$ cat src/rtl/jtframe_rom_rq_if.sv
// Bundle between the ROM request slot, its client and the SDRAM slot arbiter.
// The slave modport is the slot; the master modport is the client/arbiter side.
interface jtframe_rom_rq_if #(
    parameter int SDRAMW = 22,
    parameter int AW     = 18,
    parameter int DW     = 8
);
    logic              clr;
    logic [SDRAMW-1:0] offset;
    logic [AW-1:0]     addr;
    logic              addr_ok;
    logic [SDRAMW-1:0] sdram_addr;
    logic [15:0]       din;
    logic              din_ok;
    logic              dst;
    logic [DW-1:0]     dout;
    logic              req;
    logic              data_ok;
    logic              we;

    modport slave (
        input  clr, offset, addr, addr_ok, din, din_ok, dst, we,
        output sdram_addr, dout, req, data_ok
    );

    modport master (
        output clr, offset, addr, addr_ok, din, din_ok, dst, we,
        input  sdram_addr, dout, req, data_ok
    );
endinterface

$ cat src/rtl/jtframe_rom_rq.sv
// Read-only SDRAM request slot with a one- or two-line 32-bit cache.
// Define JTFRAME_ROMRQ_CHECK_EN to enable simulation-only handshake checks.
//
// state   | meaning
// --------+-----------------------------------------------
// ST_IDLE | no grant; slot not involved in an SDRAM transfer
// ST_FILL | we=1; slot owns the transfer, filling a line
module jtframe_rom_rq #(
    parameter int SDRAMW = 22,
    parameter int AW     = 18,
    parameter int DW     = 8,
    parameter int LATCH  = 0,
    parameter int DOUBLE = 0
)(
    input  logic            clk,
    input  logic            rst,
    jtframe_rom_rq_if.slave bus
);
    localparam int SW = (DW == 8) ? 2 : (DW == 16) ? 1 : 0;

    typedef enum logic { ST_IDLE, ST_FILL } state_t;

    state_t        state_q, state_d;
    logic          valid0_q, valid0_d, valid1_q, valid1_d;
    logic [AW-1:0] tag0_q, tag0_d, tag1_q, tag1_d;
    logic [31:0]   data0_q, data0_d, data1_q, data1_d;
    logic [15:0]   lo_q, lo_d;
    logic [AW-1:0] pend_q, pend_d;
    logic          discard_q, discard_d;
    logic [DW-1:0] dout_q, dout_d;
    logic          data_ok_q, data_ok_d;

    logic [AW-1:0] line;
    logic [1:0]    sub;
    logic [4:0]    shamt;
    logic          we_rise;
    logic          discard_now;
    logic [AW-1:0] tag_use;
    logic [15:0]   lo_use;
    logic          hit0, hit1, hit;
    logic [31:0]   hit_line, sel;

    always_comb begin
        line  = bus.addr >> SW;
        sub   = 2'd0;
        shamt = 5'd0;
        if (DW == 8) begin
            sub   = bus.addr[1:0];
            shamt = {sub, 3'b000};
        end else if (DW == 16) begin
            sub   = {1'b0, bus.addr[0]};
            shamt = {sub[0], 4'b0000};
        end
    end

    assign bus.sdram_addr = bus.offset + SDRAMW'({line, 1'b0});

    always_comb begin
        hit0      = bus.addr_ok & valid0_q & (tag0_q == line);
        hit1      = (DOUBLE != 0) & bus.addr_ok & valid1_q & (tag1_q == line);
        hit       = hit0 | hit1;
        hit_line  = hit0 ? data0_q : data1_q;
        sel       = hit_line >> shamt;
        dout_d    = hit ? sel[DW-1:0] : dout_q;
        data_ok_d = hit;
        bus.req   = bus.addr_ok & ~hit & ~bus.we;
        if (LATCH != 0) begin
            bus.dout    = dout_q;
            bus.data_ok = data_ok_q;
        end else begin
            bus.dout    = hit ? sel[DW-1:0] : '0;
            bus.data_ok = hit;
        end
    end

    always_comb begin
        state_d   = bus.we ? ST_FILL : ST_IDLE;
        valid0_d  = valid0_q;
        valid1_d  = valid1_q;
        tag0_d    = tag0_q;
        tag1_d    = tag1_q;
        data0_d   = data0_q;
        data1_d   = data1_q;
        lo_d      = lo_q;
        pend_d    = pend_q;
        discard_d = discard_q;

        we_rise     = bus.we & (state_q == ST_IDLE);
        discard_now = we_rise ? 1'b0 : discard_q;
        tag_use     = we_rise ? line : pend_q;
        lo_use      = (bus.we & bus.dst) ? bus.din : lo_q;

        if (we_rise) begin
            pend_d    = line;
            discard_d = 1'b0;
        end
        if (bus.we & bus.dst)
            lo_d = bus.din;
        // the new line always lands in entry 0; the previous entry 0 ages into entry 1
        if (bus.we & bus.din_ok & ~discard_now) begin
            if (DOUBLE != 0) begin
                valid1_d = valid0_q;
                tag1_d   = tag0_q;
                data1_d  = data0_q;
            end
            valid0_d = 1'b1;
            tag0_d   = tag_use;
            data0_d  = {bus.din, lo_use};
        end
        // a fill in flight when clr arrives finishes but must not revive the line
        if (bus.clr) begin
            valid0_d = 1'b0;
            valid1_d = 1'b0;
            if (bus.we)
                discard_d = 1'b1;
        end
    end

    always_ff @(posedge clk or posedge rst) begin
        if (rst) begin
            state_q   <= ST_IDLE;
            valid0_q  <= 1'b0;
            valid1_q  <= 1'b0;
            tag0_q    <= '0;
            tag1_q    <= '0;
            data0_q   <= '0;
            data1_q   <= '0;
            lo_q      <= '0;
            pend_q    <= '0;
            discard_q <= 1'b0;
            dout_q    <= '0;
            data_ok_q <= 1'b0;
        end else begin
            state_q   <= state_d;
            valid0_q  <= valid0_d;
            valid1_q  <= valid1_d;
            tag0_q    <= tag0_d;
            tag1_q    <= tag1_d;
            data0_q   <= data0_d;
            data1_q   <= data1_d;
            lo_q      <= lo_d;
            pend_q    <= pend_d;
            discard_q <= discard_d;
            dout_q    <= dout_d;
            data_ok_q <= data_ok_d;
        end
    end

`ifdef JTFRAME_ROMRQ_CHECK_EN
    logic dst_seen_q;
    logic done_q;
    logic dst_seen_now;

    assign dst_seen_now = bus.dst | (dst_seen_q & ~we_rise);

    always_ff @(posedge clk or posedge rst) begin
        if (rst) begin
            dst_seen_q <= 1'b0;
            done_q     <= 1'b0;
        end else begin
            if (bus.we) begin
                dst_seen_q <= dst_seen_now;
                done_q     <= bus.din_ok | (done_q & ~we_rise);
            end
            if (bus.we & bus.din_ok & ~dst_seen_now) begin
                $display("jtframe_rom_rq: din_ok without dst since we rose");
                $finish;
            end
            if ((state_q == ST_FILL) & ~bus.we & ~done_q) begin
                $display("jtframe_rom_rq: we dropped before din_ok");
                $finish;
            end
        end
    end
`else
    // handshake checks compiled out
`endif

endmodule

$ cat src/flat_wrapper.sv
// flat-port wrapper written by rule: the top's interface ports become plain ports
module jtframe_rom_rq_flat 
#(
    parameter int SDRAMW = 22,
    parameter int AW     = 18,
    parameter int DW     = 8,
    parameter int LATCH  = 0,
    parameter int DOUBLE = 0
)
  (clk, rst, bus_clr, bus_offset, bus_addr, bus_addr_ok, bus_din, bus_din_ok, bus_dst, bus_we, bus_sdram_addr, bus_dout, bus_req, bus_data_ok);
  jtframe_rom_rq_if #(.SDRAMW(SDRAMW), .AW(AW), .DW(DW)) bus_i ();
  input  logic clk;
  input  logic rst;
  input wire logic [$bits(bus_i.clr)-1:0] bus_clr;
  input wire logic [$bits(bus_i.offset)-1:0] bus_offset;
  input wire logic [$bits(bus_i.addr)-1:0] bus_addr;
  input wire logic [$bits(bus_i.addr_ok)-1:0] bus_addr_ok;
  input wire logic [$bits(bus_i.din)-1:0] bus_din;
  input wire logic [$bits(bus_i.din_ok)-1:0] bus_din_ok;
  input wire logic [$bits(bus_i.dst)-1:0] bus_dst;
  input wire logic [$bits(bus_i.we)-1:0] bus_we;
  output wire logic [$bits(bus_i.sdram_addr)-1:0] bus_sdram_addr;
  output wire logic [$bits(bus_i.dout)-1:0] bus_dout;
  output wire logic [$bits(bus_i.req)-1:0] bus_req;
  output wire logic [$bits(bus_i.data_ok)-1:0] bus_data_ok;
  assign bus_i.clr = bus_clr;
  assign bus_i.offset = bus_offset;
  assign bus_i.addr = bus_addr;
  assign bus_i.addr_ok = bus_addr_ok;
  assign bus_i.din = bus_din;
  assign bus_i.din_ok = bus_din_ok;
  assign bus_i.dst = bus_dst;
  assign bus_i.we = bus_we;
  assign bus_sdram_addr = bus_i.sdram_addr;
  assign bus_dout = bus_i.dout;
  assign bus_req = bus_i.req;
  assign bus_data_ok = bus_i.data_ok;
  jtframe_rom_rq #(.SDRAMW(SDRAMW), .AW(AW), .DW(DW), .LATCH(LATCH), .DOUBLE(DOUBLE)) u_core (.clk(clk), .rst(rst), .bus(bus_i));
endmodule
$ cat config.mk
export PLATFORM = sky130hd
export DESIGN_NAME = jtframe_rom_rq_flat
export DESIGN_NICKNAME = d
export VERILOG_FILES = /design/src/rtl/jtframe_rom_rq_if.sv /design/src/rtl/jtframe_rom_rq.sv /design/src/flat_wrapper.sv
export SDC_FILE = /design/constraint.sdc
export NUM_CORES = 1
export LEC_CHECK = 0
export CAP_MARGIN = 15
export CORE_MARGIN = 1.5
export CORE_UTILIZATION = 55
export DETAILED_ROUTE_END_ITERATION = 12
export PLACE_DENSITY_LB_ADDON = 0.15
export SYNTH_ARGS = -nofsm -noshare
export SYNTH_HDL_FRONTEND = slang
export SYNTH_SLANG_ARGS = --single-unit
$ cat constraint.sdc
create_clock -name clk -period 7.5 [get_ports clk]
set_clock_uncertainty 0.1 [all_clocks]
set_input_delay 1.5 -clock clk [delete_from_list [all_inputs] [get_ports clk]]
set_output_delay 1.5 -clock clk [all_outputs]
set_load 0.05 [all_outputs]
==> flow_summary.ini, run 1 <==
[sta]
rsz0062_at_grt = false
finalHoldViolations = 0
setup_violations = 0
fin_crit_sh = 0.835
hold_slack_ps = 394
finalSetupTns_ps = 0
finalMaxSlewViolations = 0
layout_min_cycle_time_ps = 6260
layout_setup_ws_ps = 1240
worst_pin_slew_ps = 872
slew_headroom = 0.419
timing.fmax_mhz = 160

[cells_and_area]
antennaDiodeCount = 0
final_cell_area_um2 = 5870
drive_above_1_share = 0.256
fin_cells = 573
final_core_util = 0.718
fin_nets = 543
syn2layout_area_growth_pct = 26.9

[synthesis]
yosysTopAreaCell = dfrtp_1
ys_types = 45
synth-seq-cells = 87
synth_cells = 371
synth_edf_count = 0
yosys_warnings = 0
synth-main-ff-cell = dfrtp_1
yosysMostFrequentCell = dfrtp_1
ys_top_cells_by_count = dfrtp_1 (87), mux2_2 (82), xnor2_1 (24)
netlist_area_um2 = 4630
synth_area_leaders = dfrtp_1 (47%), mux2_2 (20%), xnor2_1 (4.5%)
ys_async_sr_fraction = 1.00
syn_avg_cell_area_um2 = 12.5
yosysSeqAreaShare = 0.470
synth_fp_nets = 451
synth_top_area_frac = 0.470

[cts]
insertion_delay_ps = 360
cts_resized = 0
postCtsSetupBuffers = 0
cts.sinks = 87
h-tree-depth = 3
cts_hold_buffers = 0
cts_root_buf = clkbuf_8
cts_inserted_buffers = 9
clk_pin_slew_ps = 80
cts_buffer_depth = 2
cts_tree = done

[worst_setup_path]
crit_arrival_ps = 4660
cp_max_fo = 6
cp-end-kind = output pin
startpoint_type = input pin
criticalPathCategory = input pin to output pin
worstPathRequired_ps = 5900

[global_route]
grtUsageTotal = 0.216
grt_first_pass_wirelength_mm = 14.7
grt_overflow = 0
antenna_found_initial = 0
grt_max_degree = 88
grt_pass1_vias = 3214

[die]
chipWidth_um = 94.7
core_area_um2 = 8180
die_h_um = 94.7
start_util = 0.566
core.rowCount = 33
num_io_pins = 95
fp.dieArea_um2 = 8970

[route]
drt_iter0_markers = 170
dr.pass1.iters = 5
vias = 3248
drcViolationCount = 0
routedWlPerCell_um = 16.5
antenna_left = 0
routed_wl_mm = 9.45
avgViaCountPerCell = 5.67

[placement]
place.gp.congestion = 0.924
dp.cells = 556
post-place-ws_ps = 1250
place.port_buffers = 92
dpl-instance-area_um2 = 5630
hpwl_mm = 6.80

[hold_path]
min_path_type = register to register

[power_and_ir_drop]
power_density_nw_per_um2 = 234
total_power_mw = 1.38
peakVddDrop_v = 0.000172
p_leak_nw = 2.37

[job]
cap_violations = 0

[run_status]
outcome = complete, no violations
## final cells by class
type | instances | area, um^2
clock inverters | 5 | 65.1
inverters | 7 | 27.5
clock buffers | 11 | 151
multi-input cells | 263 | 2360
well taps | 105 | 131
repair buffers | 95 | 963
flip-flops and latches | 87 | 2180
fillers | 587 | 2300
## layout by cell type, fill, tap and decap left out, types with 2 or more instances in the layout
master,count
o211ai_1,4
nor2_1,11
nor2b_1,9
a21oi_2,2
clkinv_4,3
a21oi_1,16
a211oi_1,2
o21ai_0,14
nand4_1,9
a21o_1,2
mux4_2,8
a211oi_2,2
xnor2_1,24
nor3_1,7
and2_1,2
o21a_1,3
nand2_1,12
a221oi_1,2
mux2_2,82
nand2b_1,3
o21bai_1,4
o22ai_1,2
buf_4,2
ha_1,16
clkbuf_8,11
xor2_1,7
clkdlybuf4s50_1,92
nand3_1,4
inv_1,6
dfrtp_1,87
## power breakdown
group	total (mW)	switching (mW)	internal, mW
combinational	0.425	0.209	0.216
clock	0.345	0.170	0.175
sequential	0.607	0.0452	0.562
## state kept, by name, indices dropped and copies added (netlist names)
signal            count
u_core.discard_q      1
u_core.state_q        1
u_core.tag0_q        18
u_core.lo_q          16
u_core.data0_q       32
u_core.pend_q        18
u_core.valid0_q       1
## cell families (layout without fill, tap and decap cells)
| logic type | count (synthesis) | in the layout | synth area share |
|---|---|---|---|
| flops | 87 | 87 | 0.470 |
| xor+xnor | 31 | 31 | 0.0587 |
| mux | 90 | 90 | 0.238 |
| fa+ha+maj | 17 | 17 | 0.0476 |
| simple gates | 63 | 63 | 0.0714 |
| buf+inv | 21 | 118 | 0.0227 |
| compound gates | 62 | 62 | 0.0908 |
## final timing paths
path	slack, ps	cells past startpoint	from	endpoint
max	1240	9	bus_addr[2]	bus_sdram_addr[13]
min reg2reg	390	1	u_core.pend_q[11]	u_core.pend_q[11]
min	390	1	u_core.pend_q[11]	u_core.pend_q[11]
max reg2reg	5400	3	u_core.discard_q	u_core.data0_q[26]
max in group asynchronous	5380	4	rst	u_core.data0_q[6]
min in group asynchronous	1340	3	rst	u_core.pend_q[12]
## per-layer routing
metal / track usage / routed length, um
met3: 0.0507 / 574
met4: 0.0597 / 101
met1: 0.274 / 4000
met2: 0.371 / 4780
met5: 0 / 0
## worst max-delay path, stage by stage
cell	delay, ps
clkdlybuf4s50_1	470
ha_1	270
fa_1	440
a211oi_2	290
nor3_2	110
o21a_4	260
or4_1	430
nand3_1	100
clkdlybuf4s50_1	800
Power figures use the tool's default switching activity.
==> run 2: changes to the inputs <==
- CORE_UTILIZATION: 55 -> 47
- clock period: 7.5 -> 5.4 ns (I/O delays scaled with it)
==> run 2 against run 1 <==
  * Utilization down 11 points
  * Clock power up 14%
  * Register-to-register slack lost 2100 ps
  * Via count is 0.31% higher
  * First-iteration DRC count fell by 19%
  * Power grew 33%
  * Combinational power grew 40%
  * Sequential share of layout area grew 0.15 points
  * Sequential power increased by 38%
  * Critical endpoint is now bus_sdram_addr[16]
  * Largest power group unchanged
  * Highest routed layer unchanged
==> flow_summary.ini, run 2 (synthesized netlist as in run 1, its figures left out) <==
[run_status]
outcome = complete, no violations

[power_and_ir_drop]
switchingPower_mw = 0.569
p_comb_frac = 0.325
p_leak_nw = 2.38
share_seq_of_total_power = 0.459
internal-power_mw = 1.26
power_density_nw_per_um2 = 313
switching_share = 0.311
p_clk_frac = 0.216
peakVddDrop_v = 0.000178
total_power_mw = 1.83

[worst_setup_path]
startpoint_type = input pin
crit_arrival_ps = 3930
r2r-start = u_core.discard_q
worstPathRequired_ps = 4220
reg2reg_depth = 3
cp-end-kind = output pin
cp_max_fo = 4
rr_endpoint = u_core.data0_q[23]
criticalPathCategory = input pin to output pin
reg2reg_setup_slack_ps = 3260

[hold_path]
holdPathEnd = u_core.pend_q[16]
hp-start = u_core.pend_q[16]
min_path_type = register to register
min_path_cells = 1

[cells_and_area]
regMostFlops = u_core.data0_q
final_cell_mix = dfrtp_1 (87), mux2_2 (82), clkdlybuf4s50_1 (76), xnor2_1 (24), buf_4 (17)
syn2layout_area_growth_pct = 26.4
antennaDiodeCount = 0
final_common_cell = dfrtp_1
largest_register_ffs = 32
fillers = 826
top_regs = u_core.data0_q: 32 flops, u_core.pend_q: 18 flops, u_core.tag0_q: 18 flops
fin_nets = 544
drive_above_1_share = 0.291

[route]
dr.pass1.iters = 4
vias = 3258
drcViolationCount = 0
top_layer = met4
avgViaCountPerCell = 5.42
drt_iter0_markers = 137
route.met3.wl_um = 533
route.layer.met1.wl_mm = 4.43
wl_met2_mm = 4.56
antenna_left = 0
routed_wl_mm = 9.59
routedWlPerCell_um = 16.0

[cts]
postCtsSetupBuffers = 0
cts_root_buf = clkbuf_8
cts_buffer_depth = 2
h-tree-depth = 3
cts.sinks = 87
cts_tree = done
cts_inserted_buffers = 9
cts_hold_buffers = 0
cts_resized = 0
clk_pin_slew_ps = 80
insertion_delay_ps = 340

[global_route]
grt_overflow = 0
grt_max_degree = 50
grtUsageTotal = 0.195
grt_first_pass_wirelength_mm = 15.8
grt_pass1_vias = 3246
antenna_found_initial = 0

[sta]
slew_headroom = 0.372
finalMaxSlewViolations = 0
layout_min_cycle_time_ps = 5110
setup_violations = 0
timing.fmax_mhz = 196
finalSetupTns_ps = 0
worst_pin_slew_ps = 942
fin_crit_sh = 0.945
finalHoldViolations = 0
rsz0062_at_grt = false

[placement]
place.port_buffers = 92
place.gp.congestion = 0.903
hpwl_mm = 7.07

[die]
chipWidth_um = 102
core.rowCount = 36
num_io_pins = 95
die_h_um = 102
fp.dieArea_um2 = 10500
core_area_um2 = 9640
start_util = 0.480

[job]
cap_violations = 0
## run 2: worst max path at each step
stage / startpoint / to / cells past startpoint
after CTS: bus_addr[3] / bus_sdram_addr[16] / 8
after global placement: bus_addr[3] / bus_sdram_addr[16] / 8
after detailed placement: bus_addr[3] / bus_sdram_addr[16] / 8
after global routing: bus_addr[3] / bus_sdram_addr[16] / 8
after floorplan: bus_addr[2] / bus_sdram_addr[17] / 7
final: bus_addr[3] / bus_sdram_addr[16] / 8
## run 2: metal layers
metal | global-route usage | vias up
li1 | - | 1551
met1 | 0.269 | 1595
met3 | 0.0349 | 6
met4 | 0.0527 | 0
met2 | 0.320 | 106
met5 | 0 | -
## run 2: final cells by class
| type | count | area [um^2] | share of cell area |
|---|---|---|---|
| Sequential cell | 87 | 2180 | 0.372 |
| Clock buffer | 10 | 138 | 0.0235 |
| Inverter | 7 | 27.5 | 0.00471 |
| Multi-Input combinational cell | 263 | 2360 | 0.403 |
| Timing Repair Buffer | 96 | 948 | 0.162 |
| Clock inverter | 5 | 35.0 | 0.00599 |
| Tap cell | 133 | 166 | 0.0284 |
## run 2: power groups by stage
stage                     Clock [mW]  Sequential, mW  Combinational [mW]
after floorplan                    0           0.835               0.430
after global placement             0           0.848               0.589
after detailed placement           0           0.855               0.599
after CTS                      0.411           0.841               0.601
after global routing           0.439           0.858               0.641
final                          0.395           0.839               0.595
## run 2: critical path, stage by stage
cell and delay [ps]:
clkdlybuf4s50_1 520, ha_1 350, a211oi_1 290, o211ai_1 280, a21oi_2 290, o21bai_1 120, xor2_1 150, clkdlybuf4s50_1 830
## run 2: per-stage QoR
| step | hold slack (ps) | cell area (um^2) | utilization | setup WS [ps] | cells |
|---|---|---|---|---|---|
| 6_report | 383 | 5850 | 0.607 | 294 | 601 |
| 3_3_place_gp | 360 | 5680 | 0.589 | 394 | 586 |
| 2_1_floorplan | 344 | 4630 | - | 614 | 371 |
| 4_1_cts | 386 | 5850 | 0.607 | 315 | 601 |
| 5_1_grt | 408 | 5850 | 0.607 | 181 | 601 |
| 3_5_place_dp | 367 | 5680 | 0.589 | 319 | 586 |
